### config.mk
export PLATFORM = sky130hd
export DESIGN_NAME = load_store_unit
export DESIGN_NICKNAME = d
export VERILOG_FILES = /design/src/rtl/load_store_unit.sv
export SDC_FILE = /design/constraint.sdc
export NUM_CORES = 1
export LEC_CHECK = 0
export ABC_AREA = 0
export CORE_UTILIZATION = 51
export CTS_CLUSTER_DIAMETER = 60
export DETAILED_ROUTE_END_ITERATION = 6
export PLACE_DENSITY = 0.95
export SLEW_MARGIN = 20
export SYNTH_ARGS = -nofsm -noshare
export SYNTH_HDL_FRONTEND = slang
export SYNTH_SLANG_ARGS = --single-unit
### constraint.sdc
create_clock -name clk -period 4.6 [get_ports clk]
set_clock_uncertainty 0.1 [all_clocks]
set_input_delay 0.92 -clock clk [delete_from_list [all_inputs] [get_ports clk]]
set_output_delay 0.92 -clock clk [all_outputs]
set_load 0.02 [all_outputs]
### src/rtl/load_store_unit.sv
// load_store_unit: turns one core load/store request (byte or halfword) into
// a sequence of single-byte accesses on a registered-read byte memory.
//   clk, reset       : rising-edge clock, asynchronous active-high reset
//   req_*            : request handshake (valid/ready), kind, address, store data
//   resp_valid/rdata : one-cycle completion pulse and load result (0 for stores)
//   mem_*            : byte memory port; mem_rdata is valid one cycle after mem_addr
module load_store_unit (
  input  logic        clk,
  input  logic        reset,
  input  logic        req_valid,
  output logic        req_ready,
  input  logic        req_write,
  input  logic        req_half,
  input  logic        req_signed,
  input  logic [7:0]  req_addr,
  input  logic [15:0] req_wdata,
  output logic        resp_valid,
  output logic [15:0] resp_rdata,
  output logic        mem_we,
  output logic [7:0]  mem_addr,
  output logic [7:0]  mem_wdata,
  input  logic [7:0]  mem_rdata
);

  localparam int unsigned AW = 8;
  localparam int unsigned DW = 16;

  localparam logic [2:0] IDLE    = 3'd0;
  localparam logic [2:0] RD_LO   = 3'd1;
  localparam logic [2:0] RD_HI   = 3'd2;
  localparam logic [2:0] RD_WAIT = 3'd3;
  localparam logic [2:0] WR_LO   = 3'd4;
  localparam logic [2:0] WR_HI   = 3'd5;
  localparam logic [2:0] RESP    = 3'd6;

  logic [2:0]    state_q, state_d;
  logic          half_q, signed_q;
  logic [AW-1:0] addr_q;
  logic [DW-1:0] wdata_q;
  logic [7:0]    lo_q, lo_d;
  logic [DW-1:0] rdata_d;
  logic          accept_c;
  logic [AW-1:0] addr_sel_c, addr_inc_c;
  logic [DW-1:0] wdata_sel_c;
  logic          mem_we_d, req_ready_d, resp_valid_d;
  logic [AW-1:0] mem_addr_d;
  logic [7:0]    mem_wdata_d;

  assign accept_c   = (state_q == IDLE) & req_valid & req_ready;
  // First access of a request uses the live request fields, later ones the latched copy.
  assign addr_sel_c  = accept_c ? req_addr  : addr_q;
  assign wdata_sel_c = accept_c ? req_wdata : wdata_q;
  // Halfword high byte address wraps naturally at 8'hFF.
  assign addr_inc_c  = AW'(addr_q + AW'(1));

  // State register
  always_ff @(posedge clk or posedge reset) begin
    if (reset) state_q <= IDLE;
    else       state_q <= state_d;
  end

  // Next state, read-data assembly and next-cycle output decode
  always_comb begin
    state_d      = state_q;
    lo_d         = lo_q;
    rdata_d      = resp_rdata;
    mem_we_d     = 1'b0;
    mem_addr_d   = '0;
    mem_wdata_d  = '0;
    case (state_q)
      IDLE:    if (accept_c) state_d = req_write ? WR_LO : RD_LO;
      WR_LO: begin
        state_d = half_q ? WR_HI : RESP;
        if (!half_q) rdata_d = '0;
      end
      WR_HI: begin
        state_d = RESP;
        rdata_d = '0;
      end
      RD_LO:   state_d = half_q ? RD_HI : RD_WAIT;
      RD_HI: begin
        state_d = RD_WAIT;
        lo_d    = mem_rdata;
      end
      RD_WAIT: begin
        state_d = RESP;
        rdata_d = half_q ? {mem_rdata, lo_q}
                         : {{8{mem_rdata[7] & signed_q}}, mem_rdata};
      end
      RESP:    state_d = IDLE;
      default: state_d = IDLE;
    endcase

    // Outputs are registered, so decode them from the state being entered.
    case (state_d)
      WR_LO: begin
        mem_we_d    = 1'b1;
        mem_addr_d  = addr_sel_c;
        mem_wdata_d = wdata_sel_c[7:0];
      end
      WR_HI: begin
        mem_we_d    = 1'b1;
        mem_addr_d  = addr_inc_c;
        mem_wdata_d = wdata_q[15:8];
      end
      RD_LO:   mem_addr_d = addr_sel_c;
      RD_HI:   mem_addr_d = addr_inc_c;
      default: ;
    endcase
    req_ready_d  = (state_d == IDLE);
    resp_valid_d = (state_d == RESP);
  end

  // Request latch and low-byte holding register
  always_ff @(posedge clk or posedge reset) begin
    if (reset) begin
      half_q   <= 1'b0;
      signed_q <= 1'b0;
      addr_q   <= '0;
      wdata_q  <= '0;
      lo_q     <= '0;
    end else begin
      if (accept_c) begin
        half_q   <= req_half;
        signed_q <= req_signed;
        addr_q   <= req_addr;
        wdata_q  <= req_wdata;
      end
      lo_q <= lo_d;
    end
  end

  // Registered outputs
  always_ff @(posedge clk or posedge reset) begin
    if (reset) begin
      req_ready  <= 1'b1;
      resp_valid <= 1'b0;
      resp_rdata <= '0;
      mem_we     <= 1'b0;
      mem_addr   <= '0;
      mem_wdata  <= '0;
    end else begin
      req_ready  <= req_ready_d;
      resp_valid <= resp_valid_d;
      resp_rdata <= rdata_d;
      mem_we     <= mem_we_d;
      mem_addr   <= mem_addr_d;
      mem_wdata  <= mem_wdata_d;
    end
  end

endmodule

* After elaboration in Yosys (flattened, before gate mapping)
Index checks and enable logic that the tools add are counted.
** Storage, ports and cells
- Flip-flop bits (word level) :: 72
- Word-level logic and storage cells :: 49
** Cells by class
- $add $sub $neg :: 1
- Eq/ne operators :: 11
- Multiplexer cells :: 13
- Bitwise gates (word level) :: 3
- Reductions and logical operators :: 8
** Operator list (count)
- one-hot mux 16 bit (3 select lines) :: 1
- 2-to-1 mux 16 bit :: 2
- one-hot mux 8 bit (2 select lines) :: 2
- 2-to-1 mux 8 bit :: 2
- == test 3 bit (second input constant) :: 5
- one-hot mux 3 bit (5 select lines) :: 1
- == test 3 x 2 -> 1 bit (second input constant) :: 3
- adder 8 x 1 -> 8 bit (second input constant) :: 1
- OR reduction 2 bit :: 4
- == test 3 x 1 -> 1 bit (second input constant) :: 2
- logical NOT 3 bit :: 2
- 2-to-1 mux 3 bit :: 2
- bitwise AND 1 bit :: 3
- nonzero test 3 bit :: 1
- 2-to-1 mux 1 bit :: 2
- 2-to-1 mux 2 bit :: 1
- inequality test 2 bit (second input constant) :: 1
- AND reduction 2 bit :: 1

* Logic depth before layout (Yosys ltp)
Gate-level depths: netlist (run 1).
- Word-level depth :: 8
- Depth in mapped cells :: 5

* Least setup slack after synthesis (run 1)
OpenSTA, ideal clock, no wires.
- Path kind :: input to register
- Start :: input req_valid
- End :: register wdata_q[10]
- Setup time :: 125 ps
- Data arrival time :: 1914 ps
- Required time :: 4375 ps
- Setup slack :: 2461 ps
- Stages on the path :: 5
- Path buffers :: 2
- Cells stage by stage :: nor4b_4 > and2_1 > buf_4 > buf_6 > mux2_2
** Between the ends
- Word-level cells in the longest chain between the ends :: 2
** Ends and longest elaborated chain
- start: declaration :: line 10 : input logic req_valid,
- bitwise AND 1 bit (2 in series) :: line 49 : assign accept_c = (state_q == IDLE) & req_valid & req_ready;
- end signal: assignment :: line 127 : wdata_q <= req_wdata;
- end: declaration :: line 39 : logic [DW-1:0] wdata_q;
Every way passes these cells.
A chain may end at the register's enable or synchronous reset.

* Final worst setup path (run 1)
- Start :: input req_valid
- End :: register wdata_q[13]
Same word-level chain as after synthesis.

==> results of run 1 <==
-- cells in the final DEF (no fill, tap or decap), drive strengths merged, types with 2 or more instances in the layout --
cell,netlist,final
a21oi,4,4
a22o,7,7
a32o,9,9
buf,11,2
clkbuf,2,11
clkdlybuf4s50,0,72
clkinv,0,3
dfrtp,63,63
inv,8,8
mux2,22,22
mux2i,8,8
nand2,3,3
nand2b,9,9
nand3,10,10
nand3b,2,2
nor2,3,3
nor3,3,3
o2111ai,3,3
o211ai,3,3
o21ai,6,6
o2bb2ai,13,13
or3,3,3
xor2,4,4
-- report_power, final --
| part | switching [uW] | internal [uW] | leakage (uW) |
|---|---|---|---|
| logic | 411 | 456 | 0.000622 |
| clock network | 205 | 259 | 0.0000989 |
| registers | 221 | 785 | 0.000817 |
| total | 837 | 1500 | 0.00154 |
-- worst max-delay path, delay by kind of cell --
kind | cells | cell delay, ns
mux | 1 | 0.38
simple gates | 2 | 0.84
buf+inv | 2 | 0.80
-- cell type report --
type,instances,area (sq um)
timing repair buffer,74,736
fill,369,1490
sequential,64,1600
clock inverter,4,45.0
multi-input combinational,121,1000
tap,70,87.6
inverter,8,30.0
clock buffer,11,141
-- per-layer routing --
metal,vias to the layer above,wire length [microns],share of wire (%),track usage (%)
met2,86,3150,52,36.0
li1,910,-,-,-
met3,8,322,5.3,8.17
met5,-,0,0,0
met4,0,87,1.4,10.5
met1,1024,2470,41,29.2
-- state kept, by name (all words and copies together), names as in the netlist, 3 cells and up --
signal	count
addr_q	8
lo_q	8
mem_addr	8
mem_wdata	8
resp_rdata	16
state_q	3
wdata_q	8
-- worst min path at each step --
stage	from	to	slack (ns)	cells past startpoint
2_1_floorplan	wdata_q[8]	mem_wdata[0]	0.36	1
3_3_place_gp	wdata_q[15]	mem_wdata[7]	0.37	1
3_5_place_dp	wdata_q[14]	mem_wdata[6]	0.38	1
4_1_cts	wdata_q[14]	mem_wdata[6]	0.39	1
5_1_grt	resp_rdata[1]	resp_rdata[1]	0.41	1
6_report	resp_rdata[3]	resp_rdata[3]	0.39	1
-- cells by family (layout without fill, tap and decap cells) --
family,after synthesis,in the layout,share of synthesized area (%)
flops,64,64,58.8
compound gates,48,48,14.6
simple gates,37,37,8.17
mux,30,30,12.0
buf+inv,21,97,4.36
xor+xnor,5,5,1.61
fa+ha+maj,1,1,0.459
-- through the flow --
stage	std cells	total power, uW	utilization (%)	area [sq um]
4_1_cts	352	2350	70.9	3650
2_1_floorplan	206	1550	-	2730
3_5_place_dp	337	1880	67.3	3460
6_report	352	2340	70.9	3650
5_1_grt	352	2470	70.9	3650
3_3_place_gp	337	1830	67.3	3460
==> run_summary.xml, run 1 <==
<?xml version="1.0" encoding="UTF-8"?>
<metrics>
  <group name="clock_network">
    <metric name="post-cts-setup-buffers" unit="">0</metric>
    <metric name="cts.htree.levels" unit="">3</metric>
    <metric name="clk_latency" unit="ns">0.34</metric>
    <metric name="cts-root-buf" unit="">clkbuf_8</metric>
    <metric name="tritoncts" unit="">done</metric>
    <metric name="numCtsBuffers" unit="">9</metric>
    <metric name="numClockSinks" unit="">64</metric>
    <metric name="postCtsResizedCells" unit="">0</metric>
    <metric name="cts.clk_slew.worst_paths" unit="ns">0.07</metric>
    <metric name="ctsLongestPathBuffers" unit="">2</metric>
    <metric name="postCtsHoldBufs" unit="">0</metric>
  </group>
  <group name="worst_setup_path">
    <metric name="cpPeakStageDelay" unit="ns">0.51</metric>
    <metric name="cpMaxStageDelayCell" unit="">and2_1</metric>
    <metric name="cp_cell_sequence" unit="">clkdlybuf4s50_1 -&gt; nor4b_4 -&gt; and2_1 -&gt; buf_4 -&gt; mux2_2</metric>
    <metric name="cp_max_fo" unit="">20</metric>
    <metric name="capturing_element_type_of_the_critical_path" unit="">register</metric>
    <metric name="worstReg2RegEnd" unit="">wdata_q[13]</metric>
    <metric name="path_class" unit="">in2reg</metric>
    <metric name="critical_path_arrival" unit="ns">2.95</metric>
    <metric name="reg2reg_depth" unit="">4</metric>
    <metric name="regToRegSetupSlack" unit="ns">2.11</metric>
    <metric name="worstReg2RegStart" unit="">state_q[0]</metric>
    <metric name="worstSetupEndpoint" unit="">wdata_q[13]</metric>
    <metric name="timing.critical_path.from_type" unit="">input port</metric>
    <metric name="critPathLaunch" unit="">req_valid</metric>
    <metric name="timing.critical_path.required" unit="ns">4.72</metric>
  </group>
  <group name="placed_design">
    <metric name="globalplace.congestion" unit="">0.841</metric>
    <metric name="hpwlAfterDp" unit="microns">4100</metric>
    <metric name="detailedPlace.worstSlack" unit="ns">1.45</metric>
    <metric name="placement.io_buffers" unit="">72</metric>
  </group>
  <group name="synth">
    <metric name="synth_edf_count" unit="">0</metric>
    <metric name="yosys-top-cells-count" unit="">63 x dfrtp_1, 22 x mux2_2, 13 x o2bb2ai_1</metric>
    <metric name="ys.flop_type" unit="">dfrtp_1</metric>
    <metric name="count_of_cell_types_in_the_netlist" unit="">34</metric>
    <metric name="synth_area_leader" unit="">dfrtp_1</metric>
    <metric name="syn_inst" unit="">206</metric>
    <metric name="synth_top_cells_by_area" unit="">dfrtp_1 58%, mux2_2 9.1%, o2bb2ai_1 4.2%, a32o_1 3.3%, mux2i_1 2.9%</metric>
    <metric name="share_of_synthesized_flip_flops_with_an_asynchronous_set_or_reset" unit="%">100</metric>
    <metric name="seq_area_frac_synth" unit="%">58.8</metric>
    <metric name="yosysMostFrequentCell" unit="">dfrtp_1</metric>
    <metric name="yosysWarningCount" unit="">0</metric>
    <metric name="synthDominantCellAreaShare" unit="%">57.9</metric>
    <metric name="synth_area" unit="sq um">2730</metric>
    <metric name="syn-num-nets" unit="">245</metric>
    <metric name="yosys_register_bits" unit="">64</metric>
    <metric name="avgSynthCellArea" unit="sq um">13.2</metric>
  </group>
  <group name="routing">
    <metric name="detailedRoute.firstPassIterationCount" unit="">4</metric>
    <metric name="drt_wl_total" unit="microns">6030</metric>
    <metric name="ant_nets" unit="">0</metric>
    <metric name="drtIter0Drc" unit="">169</metric>
    <metric name="per_cell_via_count_in_the_routed_design" unit="">5.76</metric>
    <metric name="routedWlPerCell" unit="microns">17.1</metric>
    <metric name="via_count" unit="">2028</metric>
    <metric name="drt_drc_violations_left" unit="">0</metric>
  </group>
  <group name="timing">
    <metric name="rsz_0062_raised_after_global_routing" unit="">false</metric>
    <metric name="hold-worst-slack" unit="ns">0.390</metric>
    <metric name="finalCritPeriodShare" unit="%">61.4</metric>
    <metric name="postLayoutSetupSlackWorst" unit="ns">1.78</metric>
    <metric name="hold_viol_final" unit="">0</metric>
    <metric name="max_clock_freq" unit="MHz">354</metric>
    <metric name="setup-tns-final" unit="ns">0</metric>
    <metric name="finalSetupViolations" unit="">0</metric>
    <metric name="max_slew_margin" unit="%">38.3</metric>
    <metric name="period_minus_slack" unit="ns">2.82</metric>
    <metric name="worst_pin_slew" unit="ns">0.918</metric>
    <metric name="final-max-slew-violation-count" unit="">0</metric>
  </group>
  <group name="finish">
    <metric name="drive_above_1_share" unit="%">15.2</metric>
    <metric name="antennaDiodeCount" unit="">0</metric>
    <metric name="design.final.nets" unit="">317</metric>
    <metric name="syn_to_final_growth" unit="%">33.8</metric>
  </group>
  <group name="global_route">
    <metric name="global_route_wire_length_before_repair" unit="microns">9260</metric>
    <metric name="globalRouteOverflowTotal" unit="">0</metric>
    <metric name="track_usage" unit="%">23.2</metric>
    <metric name="grt_pass1_vias" unit="">1892</metric>
    <metric name="initial_antenna_violation_count" unit="">0</metric>
    <metric name="pin_count_of_the_biggest_net_entering_global_routing" unit="">41</metric>
  </group>
  <group name="floorplanning">
    <metric name="fp.coreArea" unit="sq um">5140</metric>
    <metric name="die_x" unit="microns">75.1</metric>
    <metric name="pin_count" unit="">73</metric>
    <metric name="start_util" unit="%">53.0</metric>
    <metric name="die-height" unit="microns">75.1</metric>
    <metric name="placementRows" unit="">26</metric>
    <metric name="fp.dieArea" unit="sq um">5640</metric>
  </group>
  <group name="flow_run">
    <metric name="timing.max_cap.violations" unit="">0</metric>
  </group>
  <group name="pwr">
    <metric name="power.ir.vdd_worst" unit="V">0.000352</metric>
    <metric name="power.density" unit="nW/um^2">641</metric>
    <metric name="static_leakage_power" unit="uW">0.00154</metric>
  </group>
  <group name="min_path">
    <metric name="hold_class" unit="">reg2reg</metric>
  </group>
  <group name="outcome">
    <metric name="result_of_the_run" unit="">complete, no violations</metric>
  </group>
</metrics>
(Power assumes the default switching activity.)
==> run 2, diff against run 1 <==
--- a/config.mk
+++ b/config.mk
@@ -6,10 +6,10 @@
 export NUM_CORES = 1
 export LEC_CHECK = 0
 export ABC_AREA = 0
-export CORE_UTILIZATION = 51
+export CORE_UTILIZATION = 48
 export CTS_CLUSTER_DIAMETER = 60
 export DETAILED_ROUTE_END_ITERATION = 6
-export PLACE_DENSITY = 0.95
+export PLACE_DENSITY = 0.9
 export SLEW_MARGIN = 20
 export SYNTH_ARGS = -nofsm -noshare
 export SYNTH_HDL_FRONTEND = slang
==> constraint.sdc (replaced) <==
create_clock -name clk -period 2.9 [get_ports clk]
set_clock_uncertainty 0.1 [all_clocks]
set_input_delay 0.58 -clock clk [delete_from_list [all_inputs] [get_ports clk]]
set_output_delay 0.58 -clock clk [all_outputs]
set_load 0.02 [all_outputs]
==> run_summary.xml, run 2 (synthesis gave the netlist of run 1 again) <==
<?xml version="1.0" encoding="UTF-8"?>
<metrics>
  <group name="outcome">
    <metric name="result_of_the_run" unit="">complete, no violations</metric>
  </group>
  <group name="clock_network">
    <metric name="cts-root-buf" unit="">clkbuf_8</metric>
    <metric name="postCtsResizedCells" unit="">0</metric>
    <metric name="numClockSinks" unit="">64</metric>
    <metric name="clk_latency" unit="ns">0.34</metric>
    <metric name="post-cts-setup-buffers" unit="">0</metric>
    <metric name="ctsLongestPathBuffers" unit="">2</metric>
    <metric name="cts.htree.levels" unit="">3</metric>
    <metric name="postCtsHoldBufs" unit="">0</metric>
    <metric name="cts.clk_slew.worst_paths" unit="ns">0.07</metric>
    <metric name="tritoncts" unit="">done</metric>
    <metric name="numCtsBuffers" unit="">9</metric>
  </group>
  <group name="timing">
    <metric name="hold-worst-slack" unit="ns">0.390</metric>
    <metric name="hold_viol_final" unit="">0</metric>
    <metric name="max_slew_margin" unit="%">42.8</metric>
    <metric name="max_clock_freq" unit="MHz">450</metric>
    <metric name="finalCritPeriodShare" unit="%">76.7</metric>
    <metric name="finalSetupViolations" unit="">0</metric>
    <metric name="rsz_0062_raised_after_global_routing" unit="">false</metric>
    <metric name="period_minus_slack" unit="ns">2.22</metric>
    <metric name="setup-tns-final" unit="ns">0</metric>
    <metric name="worst_pin_slew" unit="ns">0.857</metric>
    <metric name="final-max-slew-violation-count" unit="">0</metric>
  </group>
  <group name="finish">
    <metric name="final_common_cell" unit="">clkdlybuf4s50_1</metric>
    <metric name="antennaDiodeCount" unit="">0</metric>
    <metric name="design.final.nets" unit="">323</metric>
    <metric name="drive_above_1_share" unit="%">17.1</metric>
    <metric name="largest_register_ffs" unit="">16</metric>
    <metric name="mostFrequentLayoutCells" unit="">72 x clkdlybuf4s50_1, 63 x dfrtp_1, 22 x mux2_2, 13 x o2bb2ai_1</metric>
    <metric name="seq_area" unit="sq um">1600</metric>
    <metric name="final.fill_count" unit="">388</metric>
    <metric name="syn_to_final_growth" unit="%">36.8</metric>
    <metric name="largest_register" unit="">resp_rdata</metric>
    <metric name="combined_area_of_the_multi_input_logic_cells" unit="sq um">1000</metric>
    <metric name="final_cells" unit="">359</metric>
    <metric name="design_area" unit="sq um">3730</metric>
  </group>
  <group name="pwr">
    <metric name="power.ir.vdd_worst" unit="V">0.000648</metric>
    <metric name="power.density" unit="nW/um^2">1020</metric>
    <metric name="static_leakage_power" unit="uW">0.00158</metric>
  </group>
  <group name="global_route">
    <metric name="pin_count_of_the_biggest_net_entering_global_routing" unit="">36</metric>
    <metric name="global_route_wire_length_before_repair" unit="microns">9620</metric>
    <metric name="initial_antenna_violation_count" unit="">0</metric>
    <metric name="grt_pass1_vias" unit="">1962</metric>
    <metric name="track_usage" unit="%">21.0</metric>
    <metric name="globalRouteOverflowTotal" unit="">0</metric>
  </group>
  <group name="placed_design">
    <metric name="hpwlAfterDp" unit="microns">3980</metric>
    <metric name="globalplace.congestion" unit="">0.835</metric>
    <metric name="placement.io_buffers" unit="">72</metric>
    <metric name="placed_cells_incl_taps" unit="">345</metric>
    <metric name="post_dp_area" unit="sq um">3520</metric>
  </group>
  <group name="routing">
    <metric name="drtIter0Drc" unit="">128</metric>
    <metric name="detailedRoute.firstPassIterationCount" unit="">4</metric>
    <metric name="routedWlPerCell" unit="microns">16.3</metric>
    <metric name="per_cell_via_count_in_the_routed_design" unit="">5.58</metric>
    <metric name="ant_nets" unit="">0</metric>
    <metric name="drt_wl_total" unit="microns">5850</metric>
    <metric name="drt_drc_violations_left" unit="">0</metric>
    <metric name="via_count" unit="">2003</metric>
  </group>
  <group name="worst_setup_path">
    <metric name="cp_max_fo" unit="">7</metric>
    <metric name="capturing_element_type_of_the_critical_path" unit="">output pin</metric>
    <metric name="timing.critical_path.from_type" unit="">register</metric>
    <metric name="critical_path.top_delay_family" unit="">buffers and inverters</metric>
    <metric name="critPathLaunch" unit="">req_ready</metric>
    <metric name="worstReg2RegStart" unit="">state_q[1]</metric>
    <metric name="cpPeakStageDelay" unit="ns">0.62</metric>
    <metric name="path_class" unit="">reg2out</metric>
    <metric name="critical_path_arrival" unit="ns">1.54</metric>
    <metric name="cpMaxStageDelayCell" unit="">clkdlybuf4s50_1</metric>
    <metric name="critical_path_buf_inv_count" unit="">1</metric>
    <metric name="cp_cell_sequence" unit="">clkdlybuf4s50_1</metric>
    <metric name="timing.critical_path.required" unit="ns">2.22</metric>
  </group>
  <group name="min_path">
    <metric name="hold_class" unit="">reg2reg</metric>
    <metric name="min-delay-start" unit="">resp_rdata[1]</metric>
  </group>
  <group name="floorplanning">
    <metric name="start_util" unit="%">49.8</metric>
    <metric name="placementRows" unit="">27</metric>
    <metric name="fp.dieArea" unit="sq um">5980</metric>
    <metric name="die-height" unit="microns">77.3</metric>
    <metric name="die_x" unit="microns">77.3</metric>
    <metric name="fp.coreArea" unit="sq um">5470</metric>
    <metric name="pin_count" unit="">73</metric>
  </group>
  <group name="flow_run">
    <metric name="timing.max_cap.violations" unit="">0</metric>
  </group>
</metrics>
[run 2: changes by cell type in the layout (fill, tap and decap cells not counted)]
cell	delta
buf_4	+5
buf_12	+1
bufinv_16	+1
clkbuf_1	-1
clkinv_2	-1
[run 2: layer usage]
layer	global-route usage [%]	vias to the layer above	wire, microns
li1	-	919	-
met1	27.4	1011	2530
met2	32.3	58	2900
met3	5.18	15	238
met4	11.5	0	186
met5	0	-	0
[run 2: path summary, 6_finish.rpt]
check                      depth (start not counted)              to  slack, ns
setup / recovery                                   1       req_ready       0.68
hold / removal                                     1   resp_rdata[1]       0.39
setup reg to reg                                   3  resp_rdata[11]       0.99
hold reg to reg                                    1   resp_rdata[1]       0.39
max in group asynchronous                          3       req_ready       1.72
min in group asynchronous                          2     wdata_q[14]       0.43
[run 2: cell type report]
type | count | area share (%)
flip-flops and latches | 64 | 43.0
multi-input cells | 121 | 26.9
repair buffers | 80 | 21.3
clock buffers | 10 | 3.69
well taps | 72 | 2.42
clock inverters | 4 | 1.88
inverters | 8 | 0.806
[run 2: power breakdown]
part / switching (uW) / leakage (uW) / total [uW] / internal (uW)
Sequential: 311 / 0.000817 / 1560 / 1250
Clock: 324 / 0.000108 / 819 / 495
Combinational: 693 / 0.000657 / 1440 / 747
Total: 1330 / 0.00158 / 3820 / 2490
[run 2: metrics by stage]
step,util [%],worst slack (ns),power [uW]
finish,68.1,0.675,3820
global route,68.1,0.644,4030
global placement,64.3,0.638,2930
detailed placement,64.3,0.627,2990
floorplan,-,0.624,2470
CTS,68.1,0.670,3820
